--- config.mk ---
export PLATFORM = sky130hd
export DESIGN_NAME = comp2_result_fifo
export DESIGN_NICKNAME = d
export VERILOG_FILES = /design/src/rtl/comp2_result_fifo.sv
export SDC_FILE = /design/constraint.sdc
export NUM_CORES = 1
export LEC_CHECK = 0
export ABC_AREA = 1
export CAP_MARGIN = 5
export CORE_AREA = 3 3 113 71
export CTS_CLUSTER_DIAMETER = 120
export DETAILED_ROUTE_END_ITERATION = 12
export DIE_AREA = 0 0 116 74
export PLACE_DENSITY = 0.78
export SYNTH_ARGS = -nofsm -noshare
export SYNTH_HDL_FRONTEND = slang
export SYNTH_SLANG_ARGS = --single-unit
--- constraint.sdc ---
create_clock -name i_clk -period 3.7 [get_ports i_clk]
set_clock_uncertainty 0.1 [all_clocks]
set_input_delay 0.555 -clock i_clk [delete_from_list [all_inputs] [get_ports i_clk]]
set_output_delay 0.555 -clock i_clk [all_outputs]
set_load 0.005 [all_outputs]
--- src/rtl/comp2_result_fifo.sv ---
// comp2_result_fifo: signs and range-checks multiplier magnitudes, then queues them for a valid/ready consumer.
// Optional build macro: COMP2_RESULT_SAT_EN (clamp out-of-range results instead of wrapping).
// Contains the generic show-ahead FIFO (comp2_gen_fifo) used for result storage.

// Generic show-ahead FIFO with synchronous flush.
// Latency: a push at edge t is visible at o_dat in cycle t+1; no bypass.
// Backpressure: caller must qualify i_push/i_pop; flush overrides both.
module comp2_gen_fifo #(
  parameter int W     = 8,
  parameter int DEPTH = 4
) (
  input  logic                       i_clk,
  input  logic                       i_rst,
  input  logic                       i_clear,
  input  logic                       i_push,
  input  logic                       i_pop,
  input  logic [W-1:0]               i_dat,
  output logic [W-1:0]               o_dat,
  output logic [$clog2(DEPTH+1)-1:0] o_count,
  output logic                       o_full,
  output logic                       o_empty
);
  localparam int PW   = $clog2(DEPTH);
  localparam int CNTW = $clog2(DEPTH+1);

  logic [W-1:0]    r_mem [DEPTH];
  logic [PW-1:0]   r_wr_ptr;
  logic [PW-1:0]   r_rd_ptr;
  logic [CNTW-1:0] r_count;

  // Storage array: written only on an accepted push; contents are don't-care when empty.
  always_ff @(posedge i_clk) begin
    if (i_push && !i_clear) begin
      r_mem[r_wr_ptr] <= i_dat;
    end
  end

  // Pointers and occupancy; DEPTH is a power of two so pointers wrap by natural overflow.
  always_ff @(posedge i_clk or negedge i_rst) begin
    if (!i_rst) begin
      r_wr_ptr <= '0;
      r_rd_ptr <= '0;
      r_count  <= '0;
    end else if (i_clear) begin
      r_wr_ptr <= '0;
      r_rd_ptr <= '0;
      r_count  <= '0;
    end else begin
      if (i_push) r_wr_ptr <= r_wr_ptr + PW'(1);
      if (i_pop)  r_rd_ptr <= r_rd_ptr + PW'(1);
      if (i_push && !i_pop)      r_count <= r_count + CNTW'(1);
      else if (!i_push && i_pop) r_count <= r_count - CNTW'(1);
    end
  end

  assign o_dat   = r_mem[r_rd_ptr];
  assign o_count = r_count;
  assign o_full  = (r_count == CNTW'(DEPTH));
  assign o_empty = (r_count == '0);
endmodule

// Result formatter + FIFO: applies sign and format to i_val on i_stop and queues {ovf, sign, product}.
// Latency: one cycle from i_stop to o_valid when empty; older entries drain first, in order.
// Backpressure: i_ready=0 holds the head stable; a push into a full FIFO without a pop is dropped and flagged in sticky o_drop.
module comp2_result_fifo #(
  parameter int IN_W  = 16,
  parameter int OUT_W = 16,
  parameter int DEPTH = 4,
  parameter int MODE  = 0
) (
  input  logic                       i_clk,
  input  logic                       i_rst,
  input  logic [IN_W-1:0]            i_val,
  input  logic                       i_signA,
  input  logic                       i_signB,
  input  logic                       i_stop,
  input  logic                       i_start,
  input  logic                       i_clear,
  input  logic                       i_ready,
  output logic [OUT_W-1:0]           o_product,
  output logic                       o_sign,
  output logic                       o_ovf,
  output logic                       o_valid,
  output logic [$clog2(DEPTH+1)-1:0] o_count,
  output logic                       o_full,
  output logic                       o_drop
);
  // One guard bit above the wider of the two widths keeps the negation and limit compares exact.
  localparam int CW   = ((IN_W > OUT_W) ? IN_W : OUT_W) + 1;
  localparam int EW   = OUT_W + 2;
  localparam int CNTW = $clog2(DEPTH+1);

  logic [CW-1:0]    w_mag;
  logic [CW-1:0]    w_lim;
  logic [CW-1:0]    w_twos;
  logic             w_neg;
  logic             w_ovf;
  logic [OUT_W-1:0] w_res;
  logic [EW-1:0]    w_in_dat;
  logic [EW-1:0]    w_head;
  logic [CNTW-1:0]  w_count;
  logic             w_full;
  logic             w_empty;
  logic             w_valid;
  logic             w_pop;
  logic             w_push;
  logic             w_drop_ev;
  logic             r_drop;

  // Format the incoming magnitude: sign (with negative zero suppressed), range check, wrap or clamp.
  always_comb begin
    w_mag  = CW'(i_val);
    w_lim  = CW'(1) << (OUT_W-1);
    w_neg  = (i_signA ^ i_signB) && (i_val != '0);
    w_twos = w_neg ? (~w_mag + CW'(1)) : w_mag;
    w_ovf  = 1'b0;
    w_res  = '0;
    if (MODE == 0) begin
      // Negative side reaches one further than positive in two's complement.
      w_ovf = w_neg ? (w_mag > w_lim) : (w_mag >= w_lim);
      w_res = w_twos[OUT_W-1:0];
`ifdef COMP2_RESULT_SAT_EN
      if (w_ovf) w_res = w_neg ? {1'b1, {(OUT_W-1){1'b0}}} : {1'b0, {(OUT_W-1){1'b1}}};
`endif
    end else begin
      w_ovf = (w_mag >= w_lim);
      w_res = {w_neg, w_mag[OUT_W-2:0]};
`ifdef COMP2_RESULT_SAT_EN
      if (w_ovf) w_res = {w_neg, {(OUT_W-1){1'b1}}};
`endif
    end
  end

  assign w_in_dat  = {w_ovf, w_neg, w_res};
  assign w_valid   = !w_empty;
  assign w_pop     = w_valid && i_ready;
  assign w_push    = i_stop && (!w_full || w_pop);
  assign w_drop_ev = i_stop && w_full && !w_pop;

  comp2_gen_fifo #(
    .W     (EW),
    .DEPTH (DEPTH)
  ) u_fifo (
    .i_clk   (i_clk),
    .i_rst   (i_rst),
    .i_clear (i_clear),
    .i_push  (w_push),
    .i_pop   (w_pop),
    .i_dat   (w_in_dat),
    .o_dat   (w_head),
    .o_count (w_count),
    .o_full  (w_full),
    .o_empty (w_empty)
  );

  // Sticky drop flag: flush clears it, a lost push sets it and beats a same-cycle i_start.
  always_ff @(posedge i_clk or negedge i_rst) begin
    if (!i_rst) begin
      r_drop <= 1'b0;
    end else if (i_clear) begin
      r_drop <= 1'b0;
    end else if (w_drop_ev) begin
      r_drop <= 1'b1;
    end else if (i_start) begin
      r_drop <= 1'b0;
    end
  end

  // Head fields are forced to zero while empty so stale storage never leaks out.
  assign o_product = w_valid ? w_head[OUT_W-1:0] : '0;
  assign o_sign    = w_valid ? w_head[OUT_W]     : 1'b0;
  assign o_ovf     = w_valid ? w_head[OUT_W+1]   : 1'b0;
  assign o_valid   = w_valid;
  assign o_count   = w_count;
  assign o_full    = w_full;
  assign o_drop    = r_drop;
endmodule

### Yosys cells after proc, flatten, opt, wreduce, memory -nomap -nowiden

Memory sizes are Yosys's and may differ from the RTL's.
Cells that the tools add are included.

* flip-flop bits (word level): 8
* bits in writable memories: 72
* memories: 1
* bits of input ports: 24
* logic and storage cells: 52

Memory list
* u_fifo.r_mem: words 4, bits a word 18, rd ports 1, clocked after memory_dff 0, write ports 1, line 26 `logic [W-1:0] r_mem [DEPTH];`

* eq/ne operators: 1
* reductions and logical operators: 20
* $lt $le $gt $ge: 2
* add/subtract/negate cells: 5
* bitwise gates (word level): 2
* multiplexer cells: 17

Operators with widths (count)
* $mux W16: 2
* $add A16 B1 Y16 const B: 1
* $ge A16 B16 Y1 const B: 1
* $gt A16 B16 Y1 const B: 1
* $not A16 Y16: 1
* $reduce_bool A16 Y1: 1
* $mux W3: 3
* $logic_and A1 B1 Y1: 8
* $mux W1: 8
* $mux W2: 4
* $reduce_bool A3 Y1: 2
* $logic_not A1 Y1: 5
* $add A2 B1 Y2 const B: 2
* $reduce_bool A2 Y1: 2
* $add A3 B1 Y3 const B: 1
* $eq A3 B3 Y1 const B: 1
* $logic_not A3 Y1: 1
* $sub A3 B1 Y3 const B: 1
* $logic_or A1 B1 Y1: 1
* $xor A1 B1 Y1: 1

### Longest topological paths before layout

Gate-level depths: netlist of the first run.

* depth in word-level cells: 10
* depth in mapped cells: 14

### Cells and area by module

A second synthesis of the first run with hierarchy kept.

* cell total of the unflattened synthesis: 407
* area, all modules: 3981.3 um2

Modules (own cells, without submodules)
* comp2_gen_fifo: times used 1, area an instance 3179.3 um2, sequential area each 2337.2 um2, cells each 234
* comp2_result_fifo: times used 1, area an instance 802.0 um2, sequential area each 25.0 um2, cells each 173

### Worst setup path before layout of the first run

OpenSTA, ideal clock, no wires.

* kind: register -> register
* from: register u_fifo.r_count[1] (netlist: u_fifo.o_count[1])
* to: memory u_fifo.r_mem[0][0] (netlist bit), enable pin
* library setup time: 0.393 ns
* arrival: 1.742 ns
* period minus slack after synthesis: 2.235 ns
* path slack: 1.465 ns
* stages on the path, launching flop included: 9
* required time: 3.207 ns
* cell sequence: dfrtp_1 nor2_1 nand2_1 inv_1 nand2_1 nand2_1 nor2_1 inv_1 nor2_1

* elaborated cells on any way between the ends: 10
* classes of those cells: 1 x eq/ne; 2 x mux; 7 x reduce/logical

RTL lines
* start, declared: line 29 `logic [CNTW-1:0] r_count;`
* start signal, assigned: line 51 `if (i_push && !i_pop) r_count <= r_count + CNTW'(1);`
* start signal, assigned: line 52 `else if (!i_push && i_pop) r_count <= r_count - CNTW'(1);`
* $eq A3 B3 Y1: line 58 `assign o_full = (r_count == CNTW'(DEPTH));`
* net o_full: line 85 `output logic o_full,`
* $logic_not A1 Y1: line 137 `assign w_push = i_stop && (!w_full || w_pop);`
* $logic_or A1 B1 Y1: line 137
* $logic_and A1 B1 Y1: line 137
* $logic_and A1 B1 Y1: line 33 `if (i_push && !i_clear) begin`
* $mux W1: line 33
* $mux W1 (implied by the code): line 34 `r_mem[r_wr_ptr] <= i_dat;`
* end, declared: line 26

The timed path passes the listed nets, and every way through them passes these cells.

### Worst setup path after layout of the first run

* from: register u_fifo.r_count[2] (netlist: u_fifo.o_count[2])
* to: output port o_product[2]

* longest elaborated chain between the ends: 2

Ends and longest elaborated chain
* $logic_not A3 Y1: line 59 `assign o_empty = (r_count == '0);`
* $mux W16: line 170 `assign o_product = w_valid ? w_head[OUT_W-1:0] : '0;`
* end, declared: line 80 `output logic [OUT_W-1:0] o_product,`

Every way passes these cells.

==> reports/results.ini, run 1 <==
[status]
outcome=complete, no violations

[die]
fp.dieW_um=116
fp.dieArea_um2=8580
placementRows=24
die_height_um=74
ioPinCount=48
start_util=0.541
core_um2=7150

[critical_path]
cp-end-kind=output pin
critPathMaxFanout=18
r2r-start=u_fifo.o_count[1]$_DFFE_PN0P_
setup.worst_path.start=u_fifo.o_count[2]$_DFFE_PN0P_
worst_r2r_endpoint=u_fifo.r_mem[3][16]$_DFFE_PP_
worstSetupEndpoint=o_product[2]
worst-endpoint-arrival_ps=2330
critPathRequiredTime_ps=3040
reg2reg_setup_slack_ps=1700
worst-setup-path-type=reg -> out
timing.reg2reg.worst_path_depth=9
worst_setup_path_start_kind=flop

[clocking]
clock-root-buffer=clkbuf_16
clockBufferDepth=2
htreeDepth=3
sinks_on_clock_net=80
clkSlewWorstSetupHoldPaths_ps=60
clk-insertion-delay-late_ps=330
cts_made_buffers=9
hold_buffers=0
cts_resized=0
cts_post_setup_buffers_inserted=0
cts_tree=yes

[pwr]
ir_worst_vdd_uv=283
p_int_mw=2.04
switching_pwr_mw=0.910
comb_power_share=0.335
total_power_mw=2.95
power_density_nw_per_um2=619
switching_share=0.309
clkPwrFrac=0.293
sequentialPowerShare=0.372
leakagePower_nw=1.88

[grt]
maximum_number_of_pins_on_one_net_before_global_route_repair=38
met3_usage=0.0447
first_global_vias=2735
top_usage_layer=met1
grt_antenna_before_repair=0
grt_pass1_wl_mm=13.7
grt_remaining_overflow=0
grt_use_met1=0.327
groute.layer.met2.usage=0.311
globalRouteTotalUtil=0.212

[finish]
final_cell_mix=nor2_1, nand2_1, edfxtp_1
syn_to_final_growth_pct=23.0
fillCellCount=574
n_antenna_cell=0
nets=499
final_layout_size_suffix_gt1_frac=0.0633
most_common_cell_after_layout_fill_and_taps_aside=nor2_1

[logic_synthesis]
syn-instance-count=414
mappedNetlistNets=444
netlist-cell-type-count=26
netlist_area_before_placement_um2=3870
synth_seq_cells=80
synth_area_per_cell_um2=9.35
synthesis.yosys.warnings=0
seq_area_frac_synth=0.610

[routing]
dr_total_vias=2976
final_antenna_net_count=0
number_of_drc_markers_after_the_initial_detailed_route_iteration=230
viasPerCell=5.27
drt-wirelength-per-cell_um=15.4
drc=0
routed_wl_mm=8.69
firstDrtPassIters=5

[run]
max_capacitance_violation_count=0

[sta]
timing.setup.tns_ps=0
timing.final.hold_violations=0
fmax_mhz=335
headroom_to_the_max_slew_limit=0.581
worst-slew-pin-transition_ps=629
hold_ws_ps=413
number_of_max_slew_violations_in_the_final_report=0
post-route-period-util=0.807
layout_min_cycle_time_ps=2990
final-setup-viol-count=0
rsz0062_at_grt=false

[min_path]
hold_class=in -> async

[placement]
placed_wire_length_estimate_after_detailed_placement_mm=6.06
io_buffers=47
routabilityCongestion=0.936

power groups by stage:
stage	Clock (mW)	Combinational, mW	Sequential, mW
after floorplan	0	0.509	1.11
after global placement	0	0.962	1.11
after detailed placement	0	0.986	1.11
after CTS	0.875	0.991	1.09
after global routing	0.919	1.10	1.10
final	0.864	0.987	1.10
area by class of cell:
cell class	instances	area, um^2	area share
inverter	39	146	0.0308
timing repair buffer	56	538	0.113
clock inverter	6	68.8	0.0145
multi-input combinational	283	1300	0.273
sequential	80	2360	0.496
clock buffer	10	229	0.0481
tap	91	114	0.0239
layer usage:
metal  vias to the layer above  share of wire
li1                       1477              -
met1                      1366           0.48
met2                       126           0.42
met3                         7          0.092
met4                         0         0.0054
met5                         -              0
critical path: stages (launching register included):
cell	delay (ps)
dfrtp_1	410
inv_1	80
nand2_1	150
clkinv_1	490
a21oi_1	320
clkdlybuf4s50_1	540
stage by stage:
step,instance area (um^2),setup WS (ps),std cells,utilization
floorplan,3870,1470,414,-
global placement,4460,927,549,0.624
detailed placement,4460,778,549,0.624
CTS,4760,713,565,0.666
global route,4760,530,565,0.666
finish,4760,715,565,0.666
synth_stat cells, drive strengths merged:
cell	instances	share of area
nor2	102	0.099
clkbuf	3	0.0029
xor2	7	0.018
o21ai	42	0.054
dfrtp	8	0.052
xnor2	2	0.0045
nand2	79	0.077
inv	37	0.036
buf	9	0.013
ha	5	0.016
clkinv	2	0.0019
nand3b	1	0.0019
nand3	18	0.025
edfxtp	72	0.56
a21oi	23	0.031
nor3	1	0.0013
nand4	2	0.0032
fa	1	0.0052
flip-flops by register name (all words and copies together) (netlist names):
register and count:
u_fifo.r_rd_ptr 2, o_drop 1, u_fifo.o_count 3, u_fifo.r_wr_ptr 2, u_fifo.r_mem 72
how the worst min path moves through the flow:
| stage | startpoint | end | slack [ps] | depth (start not counted) |
|---|---|---|---|---|
| final | i_rst | u_fifo.o_count[1]$_DFFE_PN0P_ | 410 | 1 |
| after global routing | i_rst | u_fifo.o_count[1]$_DFFE_PN0P_ | 440 | 1 |
| after CTS | i_rst | u_fifo.o_count[1]$_DFFE_PN0P_ | 420 | 1 |
| after detailed placement | o_drop$_DFFE_PN0P_ | o_drop$_DFFE_PN0P_ | 430 | 2 |
| after global placement | o_drop$_DFFE_PN0P_ | o_drop$_DFFE_PN0P_ | 420 | 2 |
| after floorplan | i_rst | o_drop$_DFFE_PN0P_ | 160 | 0 |
logic make-up after synthesis:
kind of cell | after synthesis | share of synthesized area
XOR/XNOR | 9 | 0.0223
adder cells (fa/ha/maj) | 6 | 0.0213
flip-flops | 80 | 0.610
buffers and inverters | 51 | 0.0537
AO/OA/AOI/OAI | 65 | 0.0850
AND/OR/NAND/NOR | 203 | 0.207
(Power assumes the default switching activity.)
==> inputs of run 2 (changes only) <==
clock period = 3 ns   (was 3.7 ns; I/O delays follow)
==> reports/results.ini, run 2 (same netlist as run 1, synthesis figures left out) <==
[grt]
maximum_number_of_pins_on_one_net_before_global_route_repair=27
grt_antenna_before_repair=0
grt_pass1_wl_mm=14.0
first_global_vias=2762
grt_remaining_overflow=0
globalRouteTotalUtil=0.217
groute.layer.met2.usage=0.312
met3_usage=0.0610
top_usage_layer=met1
grt_use_met1=0.333

[routing]
drc=0
drt-wirelength-per-cell_um=15.2
firstDrtPassIters=6
number_of_drc_markers_after_the_initial_detailed_route_iteration=263
dr_total_vias=2994
viasPerCell=5.28
routed_wl_mm=8.62
final_antenna_net_count=0

[pwr]
comb_power_share=0.343
power_density_nw_per_um2=761
clkPwrFrac=0.283
switching_share=0.306
p_int_mw=2.52
switching_pwr_mw=1.11
leakagePower_nw=1.89
total_power_mw=3.63
ir_worst_vdd_uv=269
sequentialPowerShare=0.374

[finish]
nets=501
final_cell_mix=nor2_1, nand2_1, edfxtp_1
fillCellCount=574
final_layout_size_suffix_gt1_frac=0.0672
n_antenna_cell=0
post-route-util=0.667
instances_no_fill=567
largest_register_ff_count=72
syn_to_final_growth_pct=23.2
registers.top_by_ff_count=u_fifo.r_mem
most_common_cell_after_layout_fill_and_taps_aside=nor2_1

[sta]
hold_ws_ps=296
fmax_mhz=362
post-route-period-util=0.922
number_of_max_slew_violations_in_the_final_report=0
timing.setup.tns_ps=0
rsz0062_at_grt=false
worst-slew-pin-transition_ps=436
timing.final.hold_violations=0
layout_min_cycle_time_ps=2770
final-setup-viol-count=0
headroom_to_the_max_slew_limit=0.706

[critical_path]
worst-setup-path-type=reg -> out
cp_slowest_stage_delay_ps=570
cp-end-kind=output pin
cell_chain_critical_path=inv_1 > nand2_1 > clkinv_1 > buf_4 > a21oi_1 > clkdlybuf4s50_1
critPathMaxFanout=14
critPathBufInv=4
crit_family=buffers and inverters
cpMaxStageDelayCell=clkdlybuf4s50_1
worst-endpoint-arrival_ps=2220
critPathRequiredTime_ps=2450
worst_setup_path_start_kind=flop

[clocking]
clockBufferDepth=2
cts_tree=yes
cts_resized=0
clkSlewWorstSetupHoldPaths_ps=60
clk-insertion-delay-late_ps=330
cts_made_buffers=9
htreeDepth=3
hold_buffers=0
sinks_on_clock_net=80
clock-root-buffer=clkbuf_16
cts_post_setup_buffers_inserted=0

[die]
placementRows=24
fp.dieArea_um2=8580
start_util=0.541
core_um2=7150
fp.dieW_um=116
ioPinCount=48
die_height_um=74

[placement]
placed_wire_length_estimate_after_detailed_placement_mm=6.16
routabilityCongestion=0.901
dp_cells=551
io_buffers=47

[min_path]
hold_class=in -> async

[run]
max_capacitance_violation_count=0

[status]
outcome=complete, no violations

-- run 2: cell types whose count changed in the layout (fill, tap and decap cells not counted), sizes merged --
cell | before | now
buf | 9 | 11
bufinv | 1 | 0
clkinvlp | 1 | 0
clkbuf | 10 | 12
-- run 2: worst paths after layout --
check,cells past startpoint,slack (ps),end,start
worst max-delay path,6,230,o_ovf,u_fifo.o_count[2]$_DFFE_PN0P_
min in group i_clk,2,450,o_drop$_DFFE_PN0P_,o_drop$_DFFE_PN0P_
worst min register to register,2,450,o_drop$_DFFE_PN0P_,o_drop$_DFFE_PN0P_
max in group asynchronous,1,2240,u_fifo.r_rd_ptr[0]$_DFFE_PN0P_,i_rst
worst min-delay path,1,300,u_fifo.o_count[1]$_DFFE_PN0P_,i_rst
worst max register to register,14,1010,u_fifo.o_count[2]$_DFFE_PN0P_,u_fifo.o_count[2]$_DFFE_PN0P_
-- run 2: final cells by class --
type | instances | area (um^2) | share of cell area
multi-input cells | 283 | 1300 | 0.273
repair buffers | 58 | 553 | 0.116
inverters | 39 | 146 | 0.0307
well taps | 91 | 114 | 0.0239
flip-flops and latches | 80 | 2360 | 0.495
clock inverters | 4 | 25.0 | 0.00525
clock buffers | 12 | 268 | 0.0562
-- run 2: power groups by stage --
| stage | sequential (mW) | combinational, mW | clock, mW |
|---|---|---|---|
| CTS | 1.36 | 1.25 | 1.04 |
| finish | 1.36 | 1.25 | 1.03 |
| detailed placement | 1.38 | 1.25 | 0 |
| global placement | 1.38 | 1.22 | 0 |
| global route | 1.37 | 1.39 | 1.10 |
| floorplan | 1.37 | 0.627 | 0 |
-- run 2: through the flow --
step | setup WS, ps | instance area, um^2
after floorplan | 765 | 3870
after global placement | 552 | 4480
after detailed placement | 473 | 4480
after CTS | 217 | 4770
after global routing | 62.3 | 4770
final | 234 | 4770
-- run 2: metal layers --
metal | vias to the layer above | routed length [um]
li1 | 1482 | -
met1 | 1363 | 4210
met2 | 145 | 3590
met3 | 4 | 760
met4 | 0 | 55
met5 | - | 0
-- run 2: worst register-to-register path, stage by stage (launching register included) --
cell,delay (ps)
dfrtp_1,410
inv_1,80
nand2_1,160
nand2_1,130
nand3_2,130
inv_1,70
fa_1,380
inv_1,60
nand2_1,40
nand2_1,70
inv_1,40
nand2_1,60
nand2_1,50
nand2_1,60
nand2_1,50
